==> config.mk <==
export PLATFORM = sky130hd
export DESIGN_NAME = dmem_seq_ctrl
export DESIGN_NICKNAME = d
export VERILOG_FILES = /design/src/rtl/dmem_seq_pkg.sv /design/src/rtl/dmem_seq_ctrl.sv
export SDC_FILE = /design/constraint.sdc
export NUM_CORES = 1
export LEC_CHECK = 0
export BUFFER_PORTS_ARGS = -buffer_cell sky130_fd_sc_hd__buf_2
export CAP_MARGIN = 20
export CORE_ASPECT_RATIO = 0.6
export CORE_MARGIN = 2
export CORE_UTILIZATION = 50
export DETAILED_ROUTE_END_ITERATION = 8
export GPL_ROUTABILITY_DRIVEN = 0
export PLACE_DENSITY = 0.73
export SKIP_CTS_REPAIR_TIMING = 1
export SLEW_MARGIN = 20
export SYNTH_ARGS = -nofsm -noshare
export SYNTH_HDL_FRONTEND = slang
export SYNTH_SLANG_ARGS = --single-unit
==> constraint.sdc <==
create_clock -name clk -period 6.5 [get_ports clk]
set_input_delay 0.65 -clock clk [delete_from_list [all_inputs] [get_ports clk]]
set_output_delay 0.65 -clock clk [all_outputs]
set_load 0.01 [all_outputs]
==> src/rtl/dmem_seq_pkg.sv <==
// Shared constants and state type for the dmem address sequencer.
package dmem_seq_pkg;

    localparam int unsigned AW         = 9;
    localparam int unsigned DW         = 16;
    localparam int unsigned DMEM_DEPTH = 512;

    typedef enum logic [1:0] {
        IDLE,
        RUN,
        FLUSH
    } state_t;

endpackage

==> src/rtl/dmem_seq_ctrl.sv <==
// Walks the constant data memory from a base address with a programmable stride
// and streams the fetched words over a valid/ready interface.
module dmem_seq_ctrl
    import dmem_seq_pkg::*;
#(
    parameter int unsigned AW = dmem_seq_pkg::AW,
    parameter int unsigned DW = dmem_seq_pkg::DW
) (
    input  logic          clk,
    input  logic          rst_n,
    input  logic          start,
    input  logic          abort,
    input  logic [AW-1:0] cfg_base,
    input  logic [AW-1:0] cfg_stride,
    input  logic [AW:0]   cfg_len,
    output logic [AW-1:0] dmem_a,
    input  logic [DW-1:0] dmem_q,
    output logic          out_valid,
    input  logic          out_ready,
    output logic [DW-1:0] out_data,
    output logic [AW:0]   out_idx,
    output logic          out_last,
    output logic          busy,
    output logic          done
);

    localparam logic [AW:0] LEN_ONE = {{AW{1'b0}}, 1'b1};

    state_t        r_state;
    state_t        w_state_nxt;
    logic          w_done_nxt;
    logic          w_load;
    logic          w_accept;

    logic [AW-1:0] r_addr;
    logic [AW-1:0] r_stride;
    logic [AW:0]   r_remain;
    logic [AW:0]   r_idx;
    logic          r_valid;
    logic [DW-1:0] r_data;
    logic [AW:0]   r_out_idx;
    logic          r_last;
    logic          r_done;

    always_comb begin
        w_state_nxt = r_state;
        w_done_nxt  = 1'b0;
        w_accept    = r_valid && out_ready;
        w_load      = (r_state == RUN) && (r_remain != '0) && (!r_valid || out_ready);
        if (abort) begin
            w_state_nxt = IDLE;
        end else begin
            unique case (r_state)
                IDLE:    if (start) w_state_nxt = (cfg_len == '0) ? FLUSH : RUN;
                RUN:     if (w_accept && r_last) w_state_nxt = FLUSH;
                // FLUSH spans two cycles: raise done, then leave while done is visible
                FLUSH:   if (r_done) w_state_nxt = IDLE;
                         else        w_done_nxt  = 1'b1;
                default: w_state_nxt = IDLE;
            endcase
        end
    end

    always_ff @(posedge clk or negedge rst_n) begin
        if (!rst_n) begin
            r_state <= IDLE;
            r_done  <= 1'b0;
        end else begin
            r_state <= w_state_nxt;
            r_done  <= w_done_nxt;
        end
    end

    always_ff @(posedge clk or negedge rst_n) begin
        if (!rst_n) begin
            r_addr    <= '0;
            r_stride  <= '0;
            r_remain  <= '0;
            r_idx     <= '0;
            r_valid   <= 1'b0;
            r_data    <= '0;
            r_out_idx <= '0;
            r_last    <= 1'b0;
        end else if (abort) begin
            r_valid <= 1'b0;
            r_last  <= 1'b0;
        end else begin
            unique case (r_state)
                IDLE: begin
                    if (start) begin
                        r_addr   <= cfg_base;
                        r_stride <= cfg_stride;
                        r_remain <= cfg_len;
                        r_idx    <= '0;
                    end
                end
                RUN: begin
                    if (w_load) begin
                        r_data    <= dmem_q;
                        r_valid   <= 1'b1;
                        r_out_idx <= r_idx;
                        r_last    <= (r_remain == LEN_ONE);
                        r_addr    <= r_addr + r_stride;
                        r_remain  <= r_remain - LEN_ONE;
                        r_idx     <= r_idx + LEN_ONE;
                    end else if (w_accept) begin
                        r_valid <= 1'b0;
                    end
                end
                default: ;
            endcase
        end
    end

    assign dmem_a    = (r_state == RUN) ? r_addr : '0;
    assign out_valid = r_valid;
    assign out_data  = r_data;
    assign out_idx   = r_out_idx;
    assign out_last  = r_last;
    assign busy      = (r_state != IDLE);
    assign done      = r_done;

endmodule
==> out/metrics.cfg, run 1 <==
[outcome]
status = finished, final reports clean

[critical_path]
timing.setup.critical_path_class = reg2reg
critPathRequiredTime_ns = 6.76
r2r_cells = 9
critPathMaxFanout = 38
critical_path.reg2reg.endpoint = r_remain[9]
cp_data_arrival_time_ns = 3.09
setup.reg_to_reg.worst_slack_ns = 3.68
timing.critical_path.to_type = flop
r2r-start = r_remain[0]
cp-start-kind = flop

[floorplanning]
die_h_microns = 70.24
initial_core_util = 0.5094
num_rows = 24
dieArea_sq_mm = 0.008035
io_pins = 88
fp.coreArea_sq_mm = 0.007177
width_of_the_die_microns = 114.4

[yosys]
synth_flop_cell = sky130_fd_sc_hd__dfrtp_1
synthArstFlopShare = 1.000
yosys.cell_types.count = 54
synth.top_cells.by_count = 69 x sky130_fd_sc_hd__dfrtp_1, 30 x sky130_fd_sc_hd__nor2_1, 22 x sky130_fd_sc_hd__nand2_1
synth_seq_cells = 69
postSynthCellCount = 334
post_synthesis_sequential_area_ratio = 0.4723
yosysTopAreaCell = sky130_fd_sc_hd__dfrtp_1
yosys.cell_count.top_type = sky130_fd_sc_hd__dfrtp_1
yosys_warnings = 0
avgSynthCellArea_sq_um = 10.95
synth_largest_type_area_fraction = 0.4723
synth_edf_count = 0
post_synth_instance_area_sq_mm = 0.003656
mappedNetlistNets = 395
yosys-top-cells-area = sky130_fd_sc_hd__dfrtp_1 47%, sky130_fd_sc_hd__mux2_4 7.8%, sky130_fd_sc_hd__ha_1 3.8%

[finish]
area_growth_pct = 21.05
layout.filler_cells = 593
layout.nets = 479
post-route-cell-area_sq_mm = 0.004425
insertedDiodeCount = 0
share_of_layout_cells_above_drive_strength_1 = 0.3593

[global_route]
first_global_vias = 2801
pin_count_of_the_biggest_net_entering_global_routing = 70
grt_overflow_total = 0
global_route.usage.total = 0.2147
grt_first_pass_wirelength_microns = 13430
grt_antenna_before_repair = 0

[cts]
tritoncts.num_buffers = 9
tritoncts = done
clock_sinks = 69
clkSlewWorstSetupHoldPaths_ns = 0.06
clock_root_buffer_master = sky130_fd_sc_hd__clkbuf_16
number_of_buffers_on_the_longest_clock_path = 2
worst_skew_pair.late_latency_ns = 0.33
clock_tree.htree_level_count = 3

[timing]
clock_skew_ns = 0.004977
report.final.setup_viol = 0
fin_crit_sh = 0.4343
final-max-slew-violation-count = 0
timing.final.ws_setup_ns = 3.677
timing_hold_violations_final = 0
setup-tns-final_ns = 0
finalWorstPathRequiredPeriod_ns = 2.823
timing.slew.headroom = 0.3800
grt_setup_unrepaired = false
achievable-frequency_mhz = 354.2
tightestPinTransition_ns = 0.9230

[drt]
detail-route-antenna-nets = 0
drt_first_pass_iters = 4
routedWlPerCell_microns = 15.83
drcViolationCount = 0
drt-total-wl_microns = 8139
drt-vias-per-instance = 5.500
drtIter0Drc = 170
detailroute.via_count = 2827

[power_and_ir_drop]
vdd_ir_drop_max_mv = 0.1738
p_leak_uw = 0.002130
powerDensity_mw_per_mm2 = 364.7

[place]
place_area_sq_mm = 0.004115
dp_worst_setup_slack_ns = 3.691
place.detailed.hpwl_microns = 5744
numPortBuffers = 87

[flow_run]
maxCapViolations = 0

[min_path]
holdCritPathClass = in2async

==> registers in the layout, summed over array words and instances (netlist names) <==
signal	flops
r_stride	9
r_remain	10
r_state	2
done	1
r_addr	9
out_valid	1
out_last	1
r_idx	10
out_data	16
out_idx	10
==> critical path, cell delays in order (launching register included) <==
cell                      delay [ns]
sky130_fd_sc_hd__dfrtp_1        0.40
sky130_fd_sc_hd__inv_1          0.08
sky130_fd_sc_hd__ha_1           0.24
sky130_fd_sc_hd__nor3b_2        0.18
sky130_fd_sc_hd__and3_1         0.24
sky130_fd_sc_hd__nor2_4         0.11
sky130_fd_sc_hd__buf_4          0.47
sky130_fd_sc_hd__or2_1          0.68
sky130_fd_sc_hd__o21a_1         0.21
sky130_fd_sc_hd__o22a_1         0.12
==> cells by family after synthesis <==
family          Yosys count  synth area share
xor+xnor                  6           0.01437
simple gates            105            0.1513
compound gates           82            0.1482
mux                      36            0.1300
fa+ha+maj                12           0.04312
buf+inv                  24           0.04073
flops                    69            0.4723
==> where the power goes <==
group / switching (uW) / leakage, uW / internal, uW
registers: 86.2 / 0.000861 / 531
logic: 259 / 0.00112 / 243
clock network: 185 / 0.000145 / 310
==> layout make-up <==
cell class                      instances  area (sq um)  area share
Multi-Input combinational cell        241          1788      0.4040
Sequential cell                        69          1727      0.3902
Tap cell                               91         113.9     0.02573
Timing Repair Buffer                   90         460.4      0.1040
Clock inverter                          6         71.32     0.01612
Inverter                                7         26.28    0.005937
Clock buffer                           10         239.0     0.05400
==> layer usage <==
| metal | up-vias | part of all wire | GRT usage | wire [microns] |
|---|---|---|---|---|
| li1 | 1369 | - | - | - |
| met1 | 1362 | 0.47 | 0.3104 | 3835 |
| met2 | 87 | 0.45 | 0.3103 | 3632 |
| met3 | 9 | 0.073 | 0.07118 | 595 |
| met4 | 0 | 0.0093 | 0.05691 | 76 |
| met5 | - | 0 | 0 | 0 |
==> through the flow <==
stage,hold WS [ns],total power (uW),cells,utilization
finish,0.4279,1614,514,0.6166
global route,0.4798,1714,514,0.6166
CTS,0.4665,1628,514,0.6166
detailed placement,0.4569,1122,498,0.5734
global placement,0.4398,1094,498,0.5734
floorplan,0.3544,968.1,334,-
==> worst max path at each step <==
stage	startpoint	to	slack, ns	cells past startpoint
finish	r_remain[0]	r_remain[9]	3.68	9
detailed placement	r_remain[0]	r_remain[9]	3.69	9
global route	r_remain[0]	r_remain[7]	3.46	9
CTS	r_remain[0]	r_remain[9]	3.67	9
floorplan	r_addr[0]	r_addr[8]	4.45	9
global placement	abort	r_remain[9]	3.78	8
==> cells in the final DEF, fill, tap and decap left out, types with 3 or more instances in the layout <==
cell type,instances
sky130_fd_sc_hd__mux2_2,9
sky130_fd_sc_hd__xnor2_1,4
sky130_fd_sc_hd__o21a_1,3
sky130_fd_sc_hd__o21ai_0,9
sky130_fd_sc_hd__nor2b_1,3
sky130_fd_sc_hd__a22oi_1,3
sky130_fd_sc_hd__a22o_1,4
sky130_fd_sc_hd__and2_1,9
sky130_fd_sc_hd__o21ai_1,21
sky130_fd_sc_hd__a21oi_2,4
sky130_fd_sc_hd__dfrtp_1,69
sky130_fd_sc_hd__buf_4,4
sky130_fd_sc_hd__buf_2,86
sky130_fd_sc_hd__nor2_1,29
sky130_fd_sc_hd__mux2_1,7
sky130_fd_sc_hd__nand2_1,22
sky130_fd_sc_hd__ha_1,11
sky130_fd_sc_hd__nor3_1,6
sky130_fd_sc_hd__a31oi_2,3
sky130_fd_sc_hd__and3_1,8
sky130_fd_sc_hd__a21oi_1,15
sky130_fd_sc_hd__inv_1,7
sky130_fd_sc_hd__a32oi_1,3
sky130_fd_sc_hd__nand3_1,10
sky130_fd_sc_hd__clkbuf_16,9
sky130_fd_sc_hd__mux2_4,19
sky130_fd_sc_hd__nor4_1,3
Note: power is estimated with default switching activity, not from simulation.
==> inputs of run 2 (changes only) <==
--- a/config.mk
+++ b/config.mk
@@ -5,6 +5,7 @@
 export SDC_FILE = /design/constraint.sdc
 export NUM_CORES = 1
 export LEC_CHECK = 0
+export ABC_AREA = 1
 export BUFFER_PORTS_ARGS = -buffer_cell sky130_fd_sc_hd__buf_2
 export CAP_MARGIN = 20
 export CORE_ASPECT_RATIO = 0.6
==> constraint.sdc (replaced) <==
create_clock -name clk -period 2.8 [get_ports clk]
set_input_delay 0.28 -clock clk [delete_from_list [all_inputs] [get_ports clk]]
set_output_delay 0.28 -clock clk [all_outputs]
set_load 0.01 [all_outputs]
==> run 2 against run 1 <==
  * The run now ends with negative hold slack left
  * Register-to-register slack lost 3.0 ns
  * Non-clock buffer count is the same
  * Fmax grew 30%
  * Clock skew grew 0.0018 ns
  * Cell count grew 34%
  * Synthesized cell count grew 49%
  * Critical path type unchanged
  * Largest cell class unchanged
  * Highest routed layer unchanged
==> out/metrics.cfg, run 2 <==
[yosys]
yosys.cell_types.count = 28
mappedNetlistNets = 557
synth.top_cells.by_count = 192 x sky130_fd_sc_hd__nand2_1, 69 x sky130_fd_sc_hd__dfrtp_1, 49 x sky130_fd_sc_hd__inv_1, 49 x sky130_fd_sc_hd__nor2_1, 25 x sky130_fd_sc_hd__nand3_1
synth_largest_type_area_fraction = 0.4628
synthArstFlopShare = 1.000
synth_flop_cell = sky130_fd_sc_hd__dfrtp_1
postSynthCellCount = 496
yosys_warnings = 0
yosys.cell_count.top_type = sky130_fd_sc_hd__nand2_1
post_synth_instance_area_sq_mm = 0.003731
synth_edf_count = 0
avgSynthCellArea_sq_um = 7.522
yosysTopAreaCell = sky130_fd_sc_hd__dfrtp_1
yosys-top-cells-area = sky130_fd_sc_hd__dfrtp_1 46%, sky130_fd_sc_hd__nand2_1 19%, sky130_fd_sc_hd__inv_1 4.9%
synth_seq_cells = 69
post_synthesis_sequential_area_ratio = 0.4628

[global_route]
grt_overflow_total = 0
first_global_vias = 3202
grt_first_pass_wirelength_microns = 14990
global_route.usage.total = 0.2347
grt_antenna_before_repair = 0
pin_count_of_the_biggest_net_entering_global_routing = 44

[finish]
final_common_cell = sky130_fd_sc_hd__nand2_1
layout.filler_cells = 631
layout.nets = 643
largest_reg_flops = 16
insertedDiodeCount = 0
area_growth_pct = 21.36
share_of_layout_cells_above_drive_strength_1 = 0.2051
post-route-util = 0.6257
layout_common_cells = 192 x sky130_fd_sc_hd__nand2_1, 87 x sky130_fd_sc_hd__buf_2, 69 x sky130_fd_sc_hd__dfrtp_1

[timing]
final-max-slew-violation-count = 0
timing_hold_violations_final = 26
grt_setup_unrepaired = false
holdWs_ns = -0.03058
fin_crit_sh = 0.7748
setup-tns-final_ns = 0
timing.slew.headroom = 0.4819
tightestPinTransition_ns = 0.7744
achievable-frequency_mhz = 461.0
timing.final.ws_setup_ns = 0.6307
report.final.setup_viol = 0
finalWorstPathRequiredPeriod_ns = 2.169
clock_skew_ns = 0.006763

[critical_path]
timing.critical_path.to_type = flop
crit_path_frequent_cell = sky130_fd_sc_hd__nand2_1
critPathRequiredTime_ns = 3.02
cp_data_arrival_time_ns = 2.39
worstPathCellList = inv_1 -> ha_1 -> nand2_1 -> nor2_1 -> nand3_1 -> nand2_2 -> nand2_1 -> nand2_2 -> nor2_1 -> nand2_1 -> nand2_1
critPathSlowestCell = sky130_fd_sc_hd__nand2_2
critPathMaxFanout = 42
cp-start-kind = flop
critPathMaxStageDelay_ns = 0.59
timing.setup.critical_path_class = reg2reg

[place]
numPortBuffers = 87
place.detailed.hpwl_microns = 6177
dp_worst_setup_slack_ns = 0.6867

[power_and_ir_drop]
p_leak_uw = 0.002503
vdd_ir_drop_max_mv = 0.5738
powerDensity_mw_per_mm2 = 1085

[drt]
routedWlPerCell_microns = 12.62
drcViolationCount = 0
drtIter0Drc = 182
detailroute.via_count = 3408
drt-vias-per-instance = 4.946
detail-route-antenna-nets = 0
drt-total-wl_microns = 8694
drt_first_pass_iters = 5

[cts]
worst_skew_pair.late_latency_ns = 0.33
clkSlewWorstSetupHoldPaths_ns = 0.05
clock_root_buffer_master = sky130_fd_sc_hd__clkbuf_16
clock_sinks = 69
clock_tree.htree_level_count = 3
number_of_buffers_on_the_longest_clock_path = 2
tritoncts.num_buffers = 9
tritoncts = done

[min_path]
holdCritPathClass = in2async

[floorplanning]
fp.coreArea_sq_mm = 0.007237
num_rows = 24
dieArea_sq_mm = 0.008192
die_h_microns = 70.91
io_pins = 88
initial_core_util = 0.5156
width_of_the_die_microns = 115.5

[outcome]
status = finished, violations left
violations = negative hold slack

[flow_run]
maxCapViolations = 0

==> run 2: cell count changes after synthesis, moves of 8 or more <==
cell and change:
sky130_fd_sc_hd__nand2_1 +170, sky130_fd_sc_hd__inv_1 +42, sky130_fd_sc_hd__mux2_4 -19, sky130_fd_sc_hd__nor2_1 +19, sky130_fd_sc_hd__nand3_1 +15, sky130_fd_sc_hd__and2_1 -9
sky130_fd_sc_hd__a21oi_1 -8, sky130_fd_sc_hd__and3_1 -8, sky130_fd_sc_hd__o21ai_0 +8
==> run 2: worst max-delay path, delay by kind of cell, from the launching register on <==
family,cells,cell delay [ns]
buf+inv,1,0.12
simple gates,9,1.29
fa+ha+maj,1,0.24
flops,1,0.40
==> run 2: kinds of logic after synthesis <==
kind of cell | Yosys count | synth area share
AOI/OAI and AO/OA | 50 | 0.07143
xor gates and xnor gates | 7 | 0.01643
muxes | 11 | 0.03219
DFF | 69 | 0.4628
and+or+nand+nor | 280 | 0.3038
adders and majority gates | 12 | 0.04225
buffers and inverters | 67 | 0.07109
==> run 2: final timing paths <==
kind                               from           end  slack, ns  cells after the start
max                         r_remain[0]     r_addr[8]       0.63                     11
min in group clk              dmem_q[3]   out_data[3]       0.15                      3
max reg2reg                 r_remain[0]     r_addr[8]       0.63                     11
min                               rst_n      out_last      -0.03                      1
max in group asynchronous         rst_n   r_stride[1]       2.18                      2
min reg2reg                out_data[15]  out_data[15]       0.46                      2
==> run 2: power breakdown <==
part	leakage [uW]	switching [uW]	internal (uW)
registers	0.000884	274	1360
clock network	0.000134	396	634
logic	0.00148	1420	839
==> run 2: layout make-up <==
type                       count  area, sq um  share of cell area
clock buffer                  12        256.5             0.05665
clock inverter                 2        10.01            0.002211
inverter                      52        195.2             0.04311
multi-input combinational    360         1739              0.3841
sequential                    69         1727              0.3813
tap                          104        130.1             0.02874
timing repair buffer          90        470.5              0.1039
==> run 2: per-stage QoR <==
| stage | total power [uW] | hold WS (ns) | area [sq um] | instances |
|---|---|---|---|---|
| after global routing | 5372 | 0.01723 | 4528 | 689 |
| final | 4914 | -0.03058 | 4528 | 689 |
| after global placement | 3798 | 0.3303 | 4262 | 675 |
| after floorplan | 3262 | -0.01559 | 3731 | 496 |
| after detailed placement | 3869 | 0.3318 | 4262 | 675 |
| after CTS | 4937 | -0.01715 | 4528 | 689 |
==> run 2: layer usage <==
layer	global-route usage	routed length, microns
met1	0.3289	4040
met3	0.06427	573
met2	0.3561	3959
met4	0.07764	121
met5	0	0
==> inputs of run 3 (changes only) <==
--- a/config.mk
+++ b/config.mk
@@ -10,10 +10,10 @@
 export CAP_MARGIN = 20
 export CORE_ASPECT_RATIO = 0.6
 export CORE_MARGIN = 2
-export CORE_UTILIZATION = 50
+export CORE_UTILIZATION = 49
 export DETAILED_ROUTE_END_ITERATION = 8
 export GPL_ROUTABILITY_DRIVEN = 0
-export PLACE_DENSITY = 0.73
+export PLACE_DENSITY = 0.75
 export SKIP_CTS_REPAIR_TIMING = 1
 export SLEW_MARGIN = 20
 export SYNTH_ARGS = -nofsm -noshare
==> constraint.sdc (replaced) <==
create_clock -name clk -period 1.75 [get_ports clk]
set_input_delay 0.175 -clock clk [delete_from_list [all_inputs] [get_ports clk]]
set_output_delay 0.175 -clock clk [all_outputs]
set_load 0.01 [all_outputs]
==> run 3 against run 2 <==
  * The run ends with negative setup slack left
  * Via count is 5.3% higher
  * First-iteration DRC count increased by 34%
  * Die area grew 2.0%
==> out/metrics.cfg, run 3 (synthesized netlist as in run 2, its figures left out) <==
[critical_path]
timing.setup.critical_path_class = reg2reg
critPathMaxFanout = 10
cp-start-kind = flop
timing.critical_path.to_type = flop
setup.reg_to_reg.worst_slack_ns = -0.001
critPathRequiredTime_ns = 2.01
cp_data_arrival_time_ns = 2.02

[power_and_ir_drop]
vdd_ir_drop_max_mv = 0.9583
p_leak_uw = 0.002698
powerDensity_mw_per_mm2 = 1812

[cts]
worst_skew_pair.late_latency_ns = 0.34
clkSlewWorstSetupHoldPaths_ns = 0.06
clock_root_buffer_master = sky130_fd_sc_hd__clkbuf_16
tritoncts = done
tritoncts.num_buffers = 9
clock_sinks = 69
clock_tree.htree_level_count = 3
number_of_buffers_on_the_longest_clock_path = 2

[floorplanning]
die_h_microns = 71.59
dieArea_sq_mm = 0.008351
fp.coreArea_sq_mm = 0.007327
io_pins = 88
width_of_the_die_microns = 116.7
initial_core_util = 0.5092
num_rows = 24

[timing]
final-max-slew-violation-count = 0
finalWorstPathRequiredPeriod_ns = 1.751
holdWs_ns = 0.03649
achievable-frequency_mhz = 571.0
fin_crit_sh = 1.001
timing.slew.headroom = 0.7458
tightestPinTransition_ns = 0.3813
timing_hold_violations_final = 0
report.final.setup_viol = 1
grt_setup_unrepaired = true
timing.final.ws_setup_ns = -0.001380
setup-tns-final_ns = -0.001380
clock_skew_ns = 0.009481

[finish]
share_of_layout_cells_above_drive_strength_1 = 0.2626
layout_common_cells = 189 x sky130_fd_sc_hd__nand2_1, 87 x sky130_fd_sc_hd__buf_2, 69 x sky130_fd_sc_hd__dfrtp_1
layout.nets = 669
final_common_cell = sky130_fd_sc_hd__nand2_1
insertedDiodeCount = 0
area_growth_pct = 32.06
post-route-cell-area_sq_mm = 0.004927
largest_reg_flops = 16
layout.filler_cells = 613

[global_route]
grt_overflow_total = 0
grt_first_pass_wirelength_microns = 14830
first_global_vias = 3234
global_route.usage.total = 0.2327
grt_antenna_before_repair = 0
pin_count_of_the_biggest_net_entering_global_routing = 70

[drt]
drcViolationCount = 0
drt-total-wl_microns = 9816
routedWlPerCell_microns = 13.69
drtIter0Drc = 244
drt-vias-per-instance = 5.004
detailroute.via_count = 3588
drt_first_pass_iters = 5
detail-route-antenna-nets = 0

[outcome]
violations = negative setup slack
status = finished, violations left

[min_path]
holdCritPathClass = in2reg

[place]
place_area_sq_mm = 0.004399
place.detailed.hpwl_microns = 6224
numPortBuffers = 87
dp_worst_setup_slack_ns = -0.08390

[flow_run]
maxCapViolations = 0

## run 3: cell count changes in the layout (fill, tap and decap cells not counted), moves of 3 or more
cell	change
sky130_fd_sc_hd__buf_6	+4
sky130_fd_sc_hd__nand2_1	-3
sky130_fd_sc_hd__buf_12	+3
sky130_fd_sc_hd__buf_4	+15
sky130_fd_sc_hd__clkbuf_16	+3
sky130_fd_sc_hd__inv_1	-3
## run 3: area by class of cell
class                           instances  area [sq um]  area share
Multi-Input combinational cell        360          1799      0.3652
Sequential cell                        69          1727      0.3504
Timing Repair Buffer                  116         773.2      0.1569
Clock buffer                           10         239.0     0.04850
Inverter                               52         197.7     0.04012
Tap cell                              104         130.1     0.02641
Clock inverter                          6         61.31     0.01244
## run 3: power breakdown
group / leakage (uW) / internal, uW / switching [uW] / total (uW)
registers: 0.000884 / 2170 / 404 / 2570
clock network: 0.000149 / 1140 / 711 / 1850
logic: 0.00167 / 1890 / 2620 / 4510
## run 3: critical path: stages (launching register included)
cell and delay [ns]:
sky130_fd_sc_hd__dfrtp_1 0.39, sky130_fd_sc_hd__inv_2 0.09, sky130_fd_sc_hd__ha_4 0.13, sky130_fd_sc_hd__nand2_1 0.05
sky130_fd_sc_hd__nor2_1 0.10, sky130_fd_sc_hd__nand3_1 0.10, sky130_fd_sc_hd__nand2_2 0.10, sky130_fd_sc_hd__buf_6 0.13
sky130_fd_sc_hd__nand2_4 0.06, sky130_fd_sc_hd__nand2_4 0.13, sky130_fd_sc_hd__buf_12 0.13, sky130_fd_sc_hd__buf_6 0.14
sky130_fd_sc_hd__nand2_1 0.05, sky130_fd_sc_hd__o21ai_1 0.06
## run 3: routing by layer
layer,share of wire,global-route usage,up-vias,wire (microns)
met4,0.011,0.06144,0,107
met3,0.078,0.08460,14,767
met1,0.46,0.3159,1660,4499
met5,0,0,-,0
met2,0.45,0.3579,128,4441
li1,-,-,1786,-
## run 3: final timing paths
| path | from | endpoint | cells after the start |
|---|---|---|---|
| max reg2reg | r_remain[1] | r_idx[4] | 13 |
| max in group asynchronous | rst_n | r_addr[5] | 3 |
| min | dmem_q[3] | out_data[3] | 3 |
| min reg2reg | out_data[12] | out_data[12] | 2 |
| min in group asynchronous | rst_n | r_remain[3] | 3 |
| max | r_remain[1] | r_idx[4] | 13 |
## run 3: metrics by stage
stage	utilization	power, uW	std cells
2_1_floorplan	-	5219	496
3_3_place_gp	0.6004	6311	690
3_5_place_dp	0.6004	6448	690
4_1_cts	0.6414	8348	706
5_1_grt	0.6725	9618	717
6_report	0.6725	8930	717
